## src/rtl/keypad_pkg.sv

```systemverilog
// Shared types and helpers for the 4x4 keypad scanner: scan classification,
// committed-state encoding and matrix geometry.
package keypad_pkg;

    localparam int KEY_ROWS = 4;
    localparam int KEY_COLS = 4;
    localparam logic [3:0] COL_IDLE = 4'b1110;

    typedef enum logic [1:0] {
        RES_NONE  = 2'd0,
        RES_KEY   = 2'd1,
        RES_MULTI = 2'd2
    } scan_res_t;

    typedef enum logic {
        ST_IDLE = 1'b0,
        ST_HELD = 1'b1
    } key_state_t;

    function automatic scan_res_t classify_scan(input logic [15:0] keys);
        logic [4:0] n;
        scan_res_t  res;
        n = '0;
        for (int i = 0; i < 16; i++) begin
            n = n + {4'b0000, keys[i]};
        end
        if (n == 5'd0)      res = RES_NONE;
        else if (n == 5'd1) res = RES_KEY;
        else                res = RES_MULTI;
        return res;
    endfunction

    // Lowest closed key; only meaningful when exactly one key is closed.
    function automatic logic [3:0] encode_scan(input logic [15:0] keys);
        logic [3:0] code;
        code = '0;
        for (int i = 15; i >= 0; i--) begin
            if (keys[i]) code = 4'(i);
        end
        return code;
    endfunction

endpackage

```

## src/rtl/keypad_debounce.sv

```systemverilog
// Debounce and commit logic: tracks a candidate scan result and its repeat
// count, and drives the IDLE/HELD committed state with press/release strobes.
module keypad_debounce
    import keypad_pkg::*;
#(
    parameter int DEBOUNCE_SCANS = 4
) (
    input  logic       i_clk,
    input  logic       i_rst_n,
    input  logic       i_enable,
    input  logic       i_res_valid,
    input  scan_res_t  i_res_kind,
    input  logic [3:0] i_res_code,
    output logic [3:0] o_code,
    output logic       o_press,
    output logic       o_release,
    output logic       o_key_down,
    output key_state_t o_state
);

    localparam logic [3:0] DB_CNT = 4'(DEBOUNCE_SCANS);

    scan_res_t  r_cand_kind;
    logic [3:0] r_cand_code;
    logic [3:0] r_cnt;
    key_state_t r_state;
    logic [3:0] r_code;
    logic       r_press;
    logic       r_release;
    logic       r_key_down;

    logic       w_same;
    logic [3:0] w_cnt_next;
    logic       w_stable;

    always_comb begin
        w_same = (i_res_kind == r_cand_kind) &&
                 ((i_res_kind != RES_KEY) || (i_res_code == r_cand_code));
        if (i_res_kind == RES_MULTI)  w_cnt_next = 4'd0;
        else if (!w_same)             w_cnt_next = 4'd1;
        else if (r_cnt == 4'd15)      w_cnt_next = 4'd15;
        else                          w_cnt_next = r_cnt + 4'd1;
        // >= rather than == so a key held through enable-low still commits later
        w_stable = i_res_valid && (w_cnt_next >= DB_CNT);
    end

    always_ff @(posedge i_clk or negedge i_rst_n) begin
        if (!i_rst_n) begin
            r_cand_kind <= RES_NONE;
            r_cand_code <= '0;
            r_cnt       <= '0;
            r_state     <= ST_IDLE;
            r_code      <= '0;
            r_press     <= 1'b0;
            r_release   <= 1'b0;
            r_key_down  <= 1'b0;
        end else begin
            r_press   <= 1'b0;
            r_release <= 1'b0;
            if (i_res_valid) begin
                r_cand_kind <= i_res_kind;
                r_cand_code <= i_res_code;
                r_cnt       <= w_cnt_next;
            end
            if (!i_enable) begin
                r_state    <= ST_IDLE;
                r_key_down <= 1'b0;
            end else if (w_stable) begin
                case (r_state)
                    ST_IDLE: begin
                        if (i_res_kind == RES_KEY) begin
                            r_code     <= i_res_code;
                            r_press    <= 1'b1;
                            r_key_down <= 1'b1;
                            r_state    <= ST_HELD;
                        end
                    end
                    ST_HELD: begin
                        if (i_res_kind == RES_NONE) begin
                            r_release  <= 1'b1;
                            r_key_down <= 1'b0;
                            r_state    <= ST_IDLE;
                        end else if (i_res_kind == RES_KEY && i_res_code != r_code) begin
                            r_code  <= i_res_code;
                            r_press <= 1'b1;
                        end
                    end
                    default: r_state <= ST_IDLE;
                endcase
            end
        end
    end

    assign o_code     = r_code;
    assign o_press    = r_press;
    assign o_release  = r_release;
    assign o_key_down = r_key_down;
    assign o_state    = r_state;

endmodule

```

## src/rtl/keypad_scanner.sv

```systemverilog
// 4x4 active-low keypad scanner: drives one-cold columns, synchronises and
// samples the rows, classifies each full scan and hands it to the debouncer.
module keypad_scanner
    import keypad_pkg::*;
#(
    parameter int SCAN_DIV       = 50000,
    parameter int DEBOUNCE_SCANS = 4
) (
    input  logic       clk,
    input  logic       reset,
    input  logic       enable,
    input  logic [3:0] row_in,
    output logic [3:0] col_out,
    output logic [3:0] keypad_data,
    output logic       keypad_enable,
    output logic       key_down,
    output logic       key_release,
    output key_state_t dbg_state
);

    localparam int DIV_W = (SCAN_DIV > 1) ? $clog2(SCAN_DIV) : 1;

    logic [DIV_W-1:0] r_div;
    logic [1:0]       r_col;
    logic [3:0]       r_row_meta;
    logic [3:0]       r_row_sync;
    logic [15:0]      r_keys;

    logic             w_slot_end;
    logic             w_res_valid;
    logic [15:0]      w_keys;
    scan_res_t        w_res_kind;
    logic [3:0]       w_res_code;

    assign w_slot_end  = (r_div == DIV_W'(SCAN_DIV - 1));
    assign w_res_valid = w_slot_end && (r_col == 2'd3);
    assign col_out     = ~(4'b0001 << r_col);

    // Current column's bits are replaced from the synchronised rows so the
    // column-3 result includes this slot's sample.
    always_comb begin
        w_keys = r_keys;
        for (int r = 0; r < KEY_ROWS; r++) begin
            w_keys[r * KEY_COLS + int'(r_col)] = ~r_row_sync[r];
        end
        w_res_kind = classify_scan(w_keys);
        w_res_code = encode_scan(w_keys);
    end

    always_ff @(posedge clk or negedge reset) begin
        if (!reset) begin
            r_div      <= '0;
            r_col      <= '0;
            r_row_meta <= 4'hF;
            r_row_sync <= 4'hF;
            r_keys     <= '0;
        end else begin
            r_row_meta <= row_in;
            r_row_sync <= r_row_meta;
            if (w_slot_end) begin
                r_div  <= '0;
                r_col  <= r_col + 2'd1;
                r_keys <= w_keys;
            end else begin
                r_div <= r_div + DIV_W'(1);
            end
        end
    end

    keypad_debounce #(
        .DEBOUNCE_SCANS(DEBOUNCE_SCANS)
    ) u_debounce (
        .i_clk      (clk),
        .i_rst_n    (reset),
        .i_enable   (enable),
        .i_res_valid(w_res_valid),
        .i_res_kind (w_res_kind),
        .i_res_code (w_res_code),
        .o_code     (keypad_data),
        .o_press    (keypad_enable),
        .o_release  (key_release),
        .o_key_down (key_down),
        .o_state    (dbg_state)
    );

endmodule

```

## config.mk

```make
export PLATFORM = sky130hd
export DESIGN_NAME = keypad_scanner
export DESIGN_NICKNAME = d
export VERILOG_FILES = /design/src/rtl/keypad_pkg.sv /design/src/rtl/keypad_debounce.sv /design/src/rtl/keypad_scanner.sv
export SDC_FILE = /design/constraint.sdc
export NUM_CORES = 1
export LEC_CHECK = 0
export BUFFER_PORTS_ARGS = -buffer_cell sky130_fd_sc_hd__buf_2
export CAP_MARGIN = 10
export CORE_UTILIZATION = 40
export DETAILED_ROUTE_END_ITERATION = 8
export PLACE_DENSITY = 0.66
export SLEW_MARGIN = 20
export SYNTH_ARGS = -nofsm -noshare
export SYNTH_HDL_FRONTEND = slang
export SYNTH_SLANG_ARGS = --single-unit
```

## constraint.sdc

```tcl
create_clock -name clk -period 19.8 [get_ports clk]
set_clock_uncertainty 0.2 [all_clocks]
set_input_delay 1.98 -clock clk [delete_from_list [all_inputs] [get_ports clk]]
set_output_delay 1.98 -clock clk [all_outputs]
set_load 0.01 [all_outputs]
```

After elaboration in Yosys (flattened, before gate mapping) --
Cells that the tools add are included. W data, S select, Z words.
Storage, ports and cells: input bits 7, word-level logic and storage cells 136, register bits 60, output and inout bits 12
Operators by class: $add $sub $neg 21, shift operators 1, multiplexer cells 57, equal/unequal tests 16, reduce and logical (&&, ||, !) cells 13, order comparisons 9, bitwise logic cells 6
Operator list (number):
- $mux W4 | 22
- $bwmux W16 | 4
- $add A5 B1 Y5 | 11
- $mux W1 | 20
- $add A16 B1 Y16 const B | 1
- $eq A16 B16 Y1 const B | 1
- $mux W16 | 1
- $demux W1 S4 | 3
- $add A4 B2 Y5 const A | 2
- $ge A5 B1 Y1 const B | 2
- $lt A5 B5 Y1 const B | 2
- $logic_and A1 B1 Y1 | 8
- $pmux W4 S2 | 1
- $ne A2 B1 Y1 const B | 3
- $pmux W1 S2 | 3
- $add A4 B1 Y5 | 1
- $eq A5 B1 Y1 const B | 1
- $logic_not A5 Y1 | 1
- $lt A2 B5 Y1 const B | 1
- $lt A4 B5 Y1 const B | 1
- $not A1 Y1 | 5
- $reduce_and A5 Y1 | 1
- $add A3 B1 Y4 | 1
- $add A3 B2 Y4 const A | 1
- 23 further kinds | 26

Logic depth before layout (Yosys ltp) --
Gate-level depths: netlist of the first run.
depth in word-level cells 35, depth in mapped cells 21, gate-level depth less buffers 20

By module --
From an unflattened synthesis of the first run, not the netlist that was laid out.
Second synthesis, totals: cells, all modules 343, area total of the unflattened synthesis 3482.1 um^2
Modules (own cells, without submodules):
- keypad_scanner | cells an instance 256, instances 1, seq. area each 1061.0 um^2, area each 2534.9 um^2
- keypad_debounce | cells an instance 87, instances 1, seq. area each 450.4 um^2, area each 947.2 um^2

Least setup slack after synthesis of the first run --
No wires, ideal clock.
kind reg2reg, from register r_col[1], to register u_debounce.r_code[1], in the netlist u_debounce.o_code[1], stages on the path, launching flop included 19, arrival time 6.107 ns, data required time 19.475 ns, path slack 13.368 ns, path buffers 1, path through dfrtp_1 > inv_1 > ha_1 > buf_2 > o21ai_0 > fa_1 > fa_1 > fa_1 > fa_1 > inv_1 > ha_1 > fa_1 > or3_4 > or3b_1 > or3_1 > a211oi_1 > a311oi_1 > a2111o_1 > mux2_4
Between the ends: longest elaborated chain between the ends 34, elaborated cells between the ends (all ways) 86
RTL lines:
- from (decl) | RTL line keypad_scanner.sv:24 | logic [1:0] r_col;
- from (signal assigned) | RTL line keypad_scanner.sv:62 | r_col <= r_col + 2'd1;
- $add A3 B2 Y4 (tied with other cells) | RTL line keypad_scanner.sv:44 | w_keys[r * KEY_COLS + int'(r_col)] = ~r_row_sync[r];
- $lt A4 B5 Y1 (not written as such) (tied with other cells) | RTL line keypad_scanner.sv:44
- $logic_and A1 B1 Y1 (not written as such) / $mux W1 (equally long branches) | RTL line keypad_scanner.sv:44
- $mux W1 (not written as such) / $demux W1 S2 (equally long branches) | RTL line keypad_scanner.sv:44
- $demux W1 S4 / $bwmux W16 (equally long branches) | RTL line keypad_scanner.sv:44
- $bwmux W16 (3 in a row) | RTL line keypad_scanner.sv:44
- $add A1 B1 Y2 | RTL line keypad_pkg.sv:25 | n = n + {4'b0000, keys[i]};
- $add A2 B1 Y3 | RTL line keypad_pkg.sv:25
- (+16 left out)
- $ne A2 B1 Y1 | RTL line keypad_debounce.sv:38 | ((i_res_kind != RES_KEY) || (i_res_code == r_cand_code));
- $logic_or A1 B1 Y1 | RTL line keypad_debounce.sv:38
- $logic_and A1 B1 Y1 | RTL line keypad_debounce.sv:37 | w_same = (i_res_kind == r_cand_kind) &&
- $mux W4 | RTL line keypad_debounce.sv:40 | else if (!w_same) w_cnt_next = 4'd1;
- $mux W4 | RTL line keypad_debounce.sv:39 | if (i_res_kind == RES_MULTI) w_cnt_next = 4'd0;
- $ge A4 B3 Y1 | RTL line keypad_debounce.sv:44 | w_stable = i_res_valid && (w_cnt_next >= DB_CNT);
- $logic_and A1 B1 Y1 | RTL line keypad_debounce.sv:44
- $reduce_and A5 Y1 (no line)
- to (signal assigned) | RTL line keypad_debounce.sv:72 | r_code <= i_res_code;
- to (signal assigned) | RTL line keypad_debounce.sv:84 | r_code <= i_res_code;
- to (decl) | RTL line keypad_debounce.sv:27 | logic [3:0] r_code;
Several ways; a longest one is shown, not always the timed one. The select of a mux whose other input is x is not followed. A chain may end at the register's enable or synchronous reset.

Worst setup path in the final report of the first run --
from register r_col[1], to register u_debounce.r_code[2], in the netlist u_debounce.o_code[2]
Same word-level chain as after synthesis.

==> flow_metrics.py, run 1 <==
metrics = {
    "setup_path": {
        "kind_of_capture_point_of_the_worst_setup_path": "flop",
        "timing.rr.start": "r_col[1]$_DFFE_PN0N_",
        "regToRegSetupSlack_ns": 12.82,
        "start_kind": "flop",
        "critical_path_arrival_ns": 7.01,
        "r2r_depth": 18,
        "critical_path_class": "reg2reg",
        "required_ns": 19.84,
        "critPathMaxFanout": 16,
        "timing.rr.end": "u_debounce.o_code[2]$_DFFE_PN0P_",
    },
    "clock_tree": {
        "cts_tree": "done",
        "clk_transition_reported_paths_ns": 0.08,
        "cts_max_path_buffers": 2,
        "clk-insertion-delay-late_ns": 0.35,
        "clk_root_buffer_cell": "clkbuf_8",
        "cts_setup_buffers": 0,
        "numClockSinks": 60,
        "cts_resized": 0,
        "cts_made_buffers": 9,
        "postCtsHoldBufs": 0,
        "h_tree_lvl_count": 3,
    },
    "pwr": {
        "power.leakage_nw": 1.799,
        "vdd_ir_drop_max_mv": 0.03911,
        "powerDensity_nw_per_um2": 64.39,
    },
    "grt": {
        "first_global_vias": 2941,
        "grt_first_pass_wirelength_um": 14220,
        "globalRoute.totalOverflow": 0,
        "tot_gr_track_use_pct": 18.70,
        "antenna_found_initial": 0,
        "grt_start_max_net_pins": 61,
    },
    "sta": {
        "rsz0062_at_grt": "false",
        "report.final.slew_viol_count": 0,
        "hold_viol_final": 0,
        "report.final.setup_viol": 0,
        "achievable-frequency_mhz": 143.3,
        "fin_setup_tns_ns": 0,
        "relSlewSlack_pct": 49.29,
        "timing.final.crit_share_pct": 35.24,
        "period_minus_slack_ns": 6.977,
        "worst-slew-pin-transition_ns": 0.7606,
    },
    "place": {
        "dp.final_hpwl_um": 5919,
        "numPortBuffers": 18,
        "gp_routability_congestion": 0.8361,
    },
    "yosys": {
        "mappedNetlistNets": 418,
        "synthFlopType": "dfrtp_1",
        "synth_enable_flop_cells": 0,
        "mappedNetlistArea_um2": 3747,
        "ys_types": 72,
        "synthArstFlopShare_pct": 100.0,
        "register_bit_count_reported_by_yosys": 60,
        "seq_area_frac_synth_pct": 40.33,
        "ys_warn_count": 0,
        "netlist_instances": 390,
        "postSynthAreaPerCell_um2": 9.609,
    },
    "routing": {
        "ant_nets": 0,
        "postRouteWirelength_um": 8171,
        "post_drt_wl_per_cell_um": 15.65,
        "dr_total_vias": 2975,
        "initialDrtViolationCount": 249,
        "drc_viols": 0,
        "firstDrtPassIters": 5,
        "vias_per_cell": 5.699,
    },
    "final_layout": {
        "leading_cell_types_in_the_layout_fill_and_taps_excluded": "52 x dfrtp_1, 45 x nand2_1, 34 x o21ai_0",
        "drive_gt1_share_pct": 15.46,
        "design.final.nets": 437,
        "utilization_pct": 46.59,
        "mostFrequentLayoutCell": "dfrtp_1",
        "fillerInstances": 823,
        "area_taken_by_multi_input_logic_gates_um2": 2066,
        "layout-area-overhead-vs-synth_pct": 10.55,
        "final-seq-area_um2": 1511,
        "antenna_cells": 0,
    },
    "floorplanning": {
        "io_pins": 19,
        "floorplan.initialDensity_pct": 42.15,
        "die_h_um": 98.79,
        "fp.coreArea_um2": 8891,
        "die_x_um": 98.79,
        "die_area_um2": 9759,
        "rows": 34,
    },
    "worst_hold_path": {
        "holdPathStages": 0,
        "min_from": "r_row_meta[3]$_DFF_PN1_",
        "worstHoldEndpoint": "r_row_sync[3]$_DFF_PN1_",
        "holdCritPathClass": "reg2reg",
    },
    "outcome": {
        "run_status": "finished clean",
    },
    "job": {
        "maximum_capacitance_violations": 0,
    },
}
how the worst max path moves through the flow:
stage | from | end | depth (start not counted)
CTS | r_col[1]$_DFFE_PN0N_ | u_debounce.o_code[2]$_DFFE_PN0P_ | 18
floorplan | r_col[1]$_DFFE_PN0N_ | u_debounce.o_code[1]$_DFFE_PN0P_ | 18
global route | r_col[1]$_DFFE_PN0N_ | u_debounce.o_code[1]$_DFFE_PN0P_ | 17
detailed placement | r_col[1]$_DFFE_PN0N_ | u_debounce.o_code[2]$_DFFE_PN0P_ | 18
finish | r_col[1]$_DFFE_PN0N_ | u_debounce.o_code[2]$_DFFE_PN0P_ | 18
global placement | r_col[1]$_DFFE_PN0N_ | u_debounce.o_code[2]$_DFFE_PN0P_ | 18
cell usage after synthesis, types with 4 or more instances:
library cell  count  area share (%)
nand2_1          45             4.5
a21oi_1          12             1.6
nor2_1           31             3.1
nand2b_1         13             2.2
buf_2             4            0.53
dfstp_2           8             5.6
xnor2_1           6             1.4
a2111oi_0         4            0.93
xor2_1            8             1.9
and3_1            5            0.83
ha_1             11             3.7
o22a_1            4            0.93
nand3_1           9             1.2
o221ai_1          5             1.2
o211ai_1          5             1.0
a211oi_1          7             1.4
inv_1            31             3.1
dfrtp_1          52              35
and2_1            4            0.67
fa_1             10             5.3
clkbuf_1          5            0.50
o21ai_0          34             4.5
area by class of cell:
class | count | area share [%]
clock buffers | 10 | 3.081
clock inverters | 6 | 2.144
inverters | 31 | 2.809
multi-input cells | 288 | 49.86
flip-flops and latches | 60 | 36.48
well taps | 108 | 3.262
repair buffers | 19 | 2.356
sequential cells by signal, indices dropped and copies added (netlist names), 2 cells and up:
signal                  cells
u_debounce.r_cand_kind      2
u_debounce.r_cnt            4
r_row_sync                  4
r_row_meta                  4
r_div                      16
r_keys                     16
u_debounce.r_cand_code      4
r_col                       2
u_debounce.o_code           4
metrics by stage:
stage | cells | instance area [um^2] | worst slack (ns) | hold slack (ns) | total power [mW]
2_1_floorplan | 390 | 3747 | 13.37 | 0.1452 | 0.1389
6_report | 522 | 4143 | 12.82 | 0.1562 | 0.2668
4_1_cts | 522 | 4143 | 12.87 | 0.1580 | 0.2692
3_3_place_gp | 506 | 3926 | 13.01 | 0.1458 | 0.1454
3_5_place_dp | 506 | 3926 | 12.90 | 0.1472 | 0.1457
5_1_grt | 522 | 4143 | 12.50 | 0.1602 | 0.2772
worst max-delay path, stage by stage, from the launching register on:
cell	delay, ns
dfrtp_1	0.40
inv_1	0.10
ha_1	0.56
nand2b_1	0.25
a21boi_0	0.29
fa_1	0.48
fa_1	0.55
fa_1	0.46
fa_1	0.49
inv_1	0.05
ha_1	0.20
fa_1	0.45
or3_4	0.41
or3b_1	0.39
or3_1	0.37
a211oi_1	0.22
a311oi_1	0.13
a2111o_1	0.51
mux2_4	0.33
where the power goes:
part           switching (mW)  leakage, nW  internal [mW]
sequential            0.00113        0.791          0.124
combinational          0.0118        0.906        0.00636
clock                  0.0526        0.102         0.0708
total                  0.0655         1.80          0.201
cells by family after synthesis:
group	after synthesis	synth area share, %
DFF	60	40.33
muxes	7	2.337
xor gates and xnor gates	14	3.272
buffers and inverters	42	4.541
and+or+nand+nor	137	19.67
AOI/OAI and AO/OA	109	20.83
adders and majority gates	21	9.015
per-layer routing:
layer  routed length (um)  share of wire (%)  track usage (%)
met5                    0                  0                0
met3                  368                4.5            3.901
met1                 3836                 47            25.29
met4                  186                2.3            9.644
met2                 3780                 46            28.40
(Power assumes the default switching activity.)
==> run 2, diff against run 1 <==
==> constraint.sdc (replaced) <==
create_clock -name clk -period 6.97 [get_ports clk]
set_clock_uncertainty 0.2 [all_clocks]
set_input_delay 0.697 -clock clk [delete_from_list [all_inputs] [get_ports clk]]
set_output_delay 0.697 -clock clk [all_outputs]
set_load 0.01 [all_outputs]
==> run 2 against run 1 <==
Against the previous run: global-route usage increased by 0.25 points; sequential share of layout area decreased by 0.24 points; critical path depth increased by 1; power increased to 2.8 times the previous value; cell count increased by 0.57%.
==> flow_metrics.py, run 2 (synthesized netlist as in run 1, its figures left out) <==
metrics = {
    "routing": {
        "firstDrtPassIters": 4,
        "drc_viols": 0,
        "met1_length_um": 3934,
        "dr_total_vias": 2951,
        "ant_nets": 0,
        "route.met3.wl_um": 365,
        "routed.top_layer": "met4",
        "wire_length_on_met2_um": 3791,
        "post_drt_wl_per_cell_um": 15.67,
        "initialDrtViolationCount": 159,
        "postRouteWirelength_um": 8227,
        "vias_per_cell": 5.621,
    },
    "worst_hold_path": {
        "holdCritPathClass": "reg2reg",
    },
    "floorplanning": {
        "rows": 34,
        "die_area_um2": 9759,
        "die_h_um": 98.79,
        "die_x_um": 98.79,
        "floorplan.initialDensity_pct": 42.15,
        "io_pins": 19,
        "fp.coreArea_um2": 8891,
    },
    "setup_path": {
        "critical_path_arrival_ns": 6.72,
        "required_ns": 7.00,
        "critPathMaxFanout": 5,
        "start_kind": "flop",
        "kind_of_capture_point_of_the_worst_setup_path": "flop",
        "critical_path_class": "reg2reg",
    },
    "final_layout": {
        "utilization_pct": 46.90,
        "fillerInstances": 814,
        "mostFrequentLayoutCell": "dfrtp_1",
        "design.final.nets": 440,
        "leading_cell_types_in_the_layout_fill_and_taps_excluded": "52 x dfrtp_1, 45 x nand2_1, 31 x inv_1, 31 x nor2_1, 31 x o21ai_0",
        "drive_gt1_share_pct": 16.55,
        "antenna_cells": 0,
        "largestRegisters": "r_div: 16 flops, r_keys: 16 flops",
        "layout-area-overhead-vs-synth_pct": 11.29,
    },
    "pwr": {
        "comb_power_share_pct": 7.0,
        "powerDensity_nw_per_um2": 180.4,
        "seqPwrFrac_pct": 47.3,
        "cell_internal_pwr_mw": 0.5801,
        "fin_total_pwr_mw": 0.7523,
        "power.leakage_nw": 1.821,
        "vdd_ir_drop_max_mv": 0.07312,
        "netSwitchingPower_mw": 0.1721,
        "power.switching_fraction_pct": 22.88,
        "share_clk_of_total_power_pct": 45.7,
    },
    "sta": {
        "worst-slew-pin-transition_ns": 0.7867,
        "fin_setup_tns_ns": 0,
        "hold_viol_final": 0,
        "achievable-frequency_mhz": 149.5,
        "final.hold.worst_slack_ns": 0.1537,
        "report.final.setup_viol": 0,
        "report.final.slew_viol_count": 0,
        "timing.final.crit_share_pct": 95.98,
        "period_minus_slack_ns": 6.690,
        "rsz0062_at_grt": "false",
        "relSlewSlack_pct": 47.23,
    },
    "grt": {
        "grt_first_pass_wirelength_um": 14520,
        "antenna_found_initial": 0,
        "first_global_vias": 3046,
        "grt_start_max_net_pins": 61,
        "globalRoute.totalOverflow": 0,
        "tot_gr_track_use_pct": 18.96,
    },
    "clock_tree": {
        "cts_made_buffers": 9,
        "h_tree_lvl_count": 3,
        "numClockSinks": 60,
        "postCtsHoldBufs": 0,
        "clk-insertion-delay-late_ns": 0.34,
        "clk_transition_reported_paths_ns": 0.07,
        "cts_tree": "done",
        "cts_max_path_buffers": 2,
        "clk_root_buffer_cell": "clkbuf_8",
    },
    "job": {
        "maximum_capacitance_violations": 0,
    },
    "place": {
        "numPortBuffers": 18,
        "gp_routability_congestion": 0.8689,
        "dp.final_hpwl_um": 6011,
    },
    "outcome": {
        "run_status": "finished clean",
    },
}
run 2: cell count changes in the layout (fill, tap and decap cells not counted):
| cell | before | now |
|---|---|---|
| buf_4 | 1 | 4 |
| o21ai_0 | 34 | 31 |
| o21ai_1 | 2 | 5 |
| clkinv_2 | 1 | 3 |
| clkinvlp_4 | 2 | 0 |
| ha_1 | 11 | 9 |
| ha_2 | 0 | 2 |
| clkbuf_8 | 9 | 10 |
| clkinv_4 | 1 | 0 |
run 2: final timing paths:
| kind | from | to | slack (ns) | depth (start not counted) |
|---|---|---|---|---|
| worst min-delay path | r_row_meta[3]$_DFF_PN1_ | r_row_sync[3]$_DFF_PN1_ | 0.15 | 0 |
| max in group asynchronous | reset | r_keys[14]$_DFFE_PN0N_ | 5.75 | 2 |
| min in group asynchronous | reset | r_div[7]$_DFF_PN0_ | 0.32 | 2 |
| worst min register to register | r_row_meta[3]$_DFF_PN1_ | r_row_sync[3]$_DFF_PN1_ | 0.15 | 0 |
| worst max register to register | r_col[0]$_DFFE_PN0N_ | u_debounce.o_code[3]$_DFFE_PN0P_ | 0.28 | 19 |
| worst max-delay path | r_col[0]$_DFFE_PN0N_ | u_debounce.o_code[3]$_DFFE_PN0P_ | 0.28 | 19 |
run 2: critical path, stage by stage (launching register included):
cell	delay (ns)
dfrtp_1	0.38
inv_1	0.10
ha_1	0.25
or2b_4	0.28
o21ai_1	0.15
inv_1	0.11
fa_1	0.47
fa_1	0.53
fa_1	0.54
fa_1	0.50
inv_1	0.04
ha_1	0.21
fa_1	0.45
or3_4	0.41
or3b_1	0.39
or3_1	0.38
a211oi_1	0.22
a311oi_1	0.12
a2111o_1	0.51
mux2_4	0.33
run 2: final cells by class:
type | count | area, um^2 | share of cell area, %
Clock buffer | 11 | 141.4 | 3.390
Inverter | 31 | 116.4 | 2.790
Sequential cell | 60 | 1511 | 36.24
Multi-Input combinational cell | 288 | 2071 | 49.66
Clock inverter | 5 | 75.07 | 1.800
Tap cell | 108 | 135.1 | 3.240
Timing Repair Buffer | 22 | 120.1 | 2.880
run 2: metrics by stage:
step | instances | area, um^2 | setup slack, ns
final | 525 | 4170 | 0.2799
after global routing | 525 | 4170 | 0.03684
after CTS | 525 | 4165 | 0.2106
after detailed placement | 509 | 3949 | 0.2502
after global placement | 509 | 3949 | 0.3992
after floorplan | 390 | 3747 | 0.5380
run 2: power by group through the flow:
stage	clock (mW)	sequential, mW	combinational [mW]
detailed placement	0	0.362	0.0523
global placement	0	0.362	0.0511
CTS	0.355	0.356	0.0528
floorplan	0	0.360	0.0341
finish	0.344	0.356	0.0529
global route	0.369	0.356	0.0594
run 2: metal layers:
layer	GRT usage (%)	up-vias
li1	-	1445
met3	3.688	12
met4	8.037	0
met1	26.01	1432
met5	0	-
met2	29.37	62
run 2: repair_timing:
item                                   4_1_cts  5_1_grt
setup buffers                                0        0
setup endpoints to repair                    0        3
resized for setup                            0        5
endpoints found under the hold margin        0        0
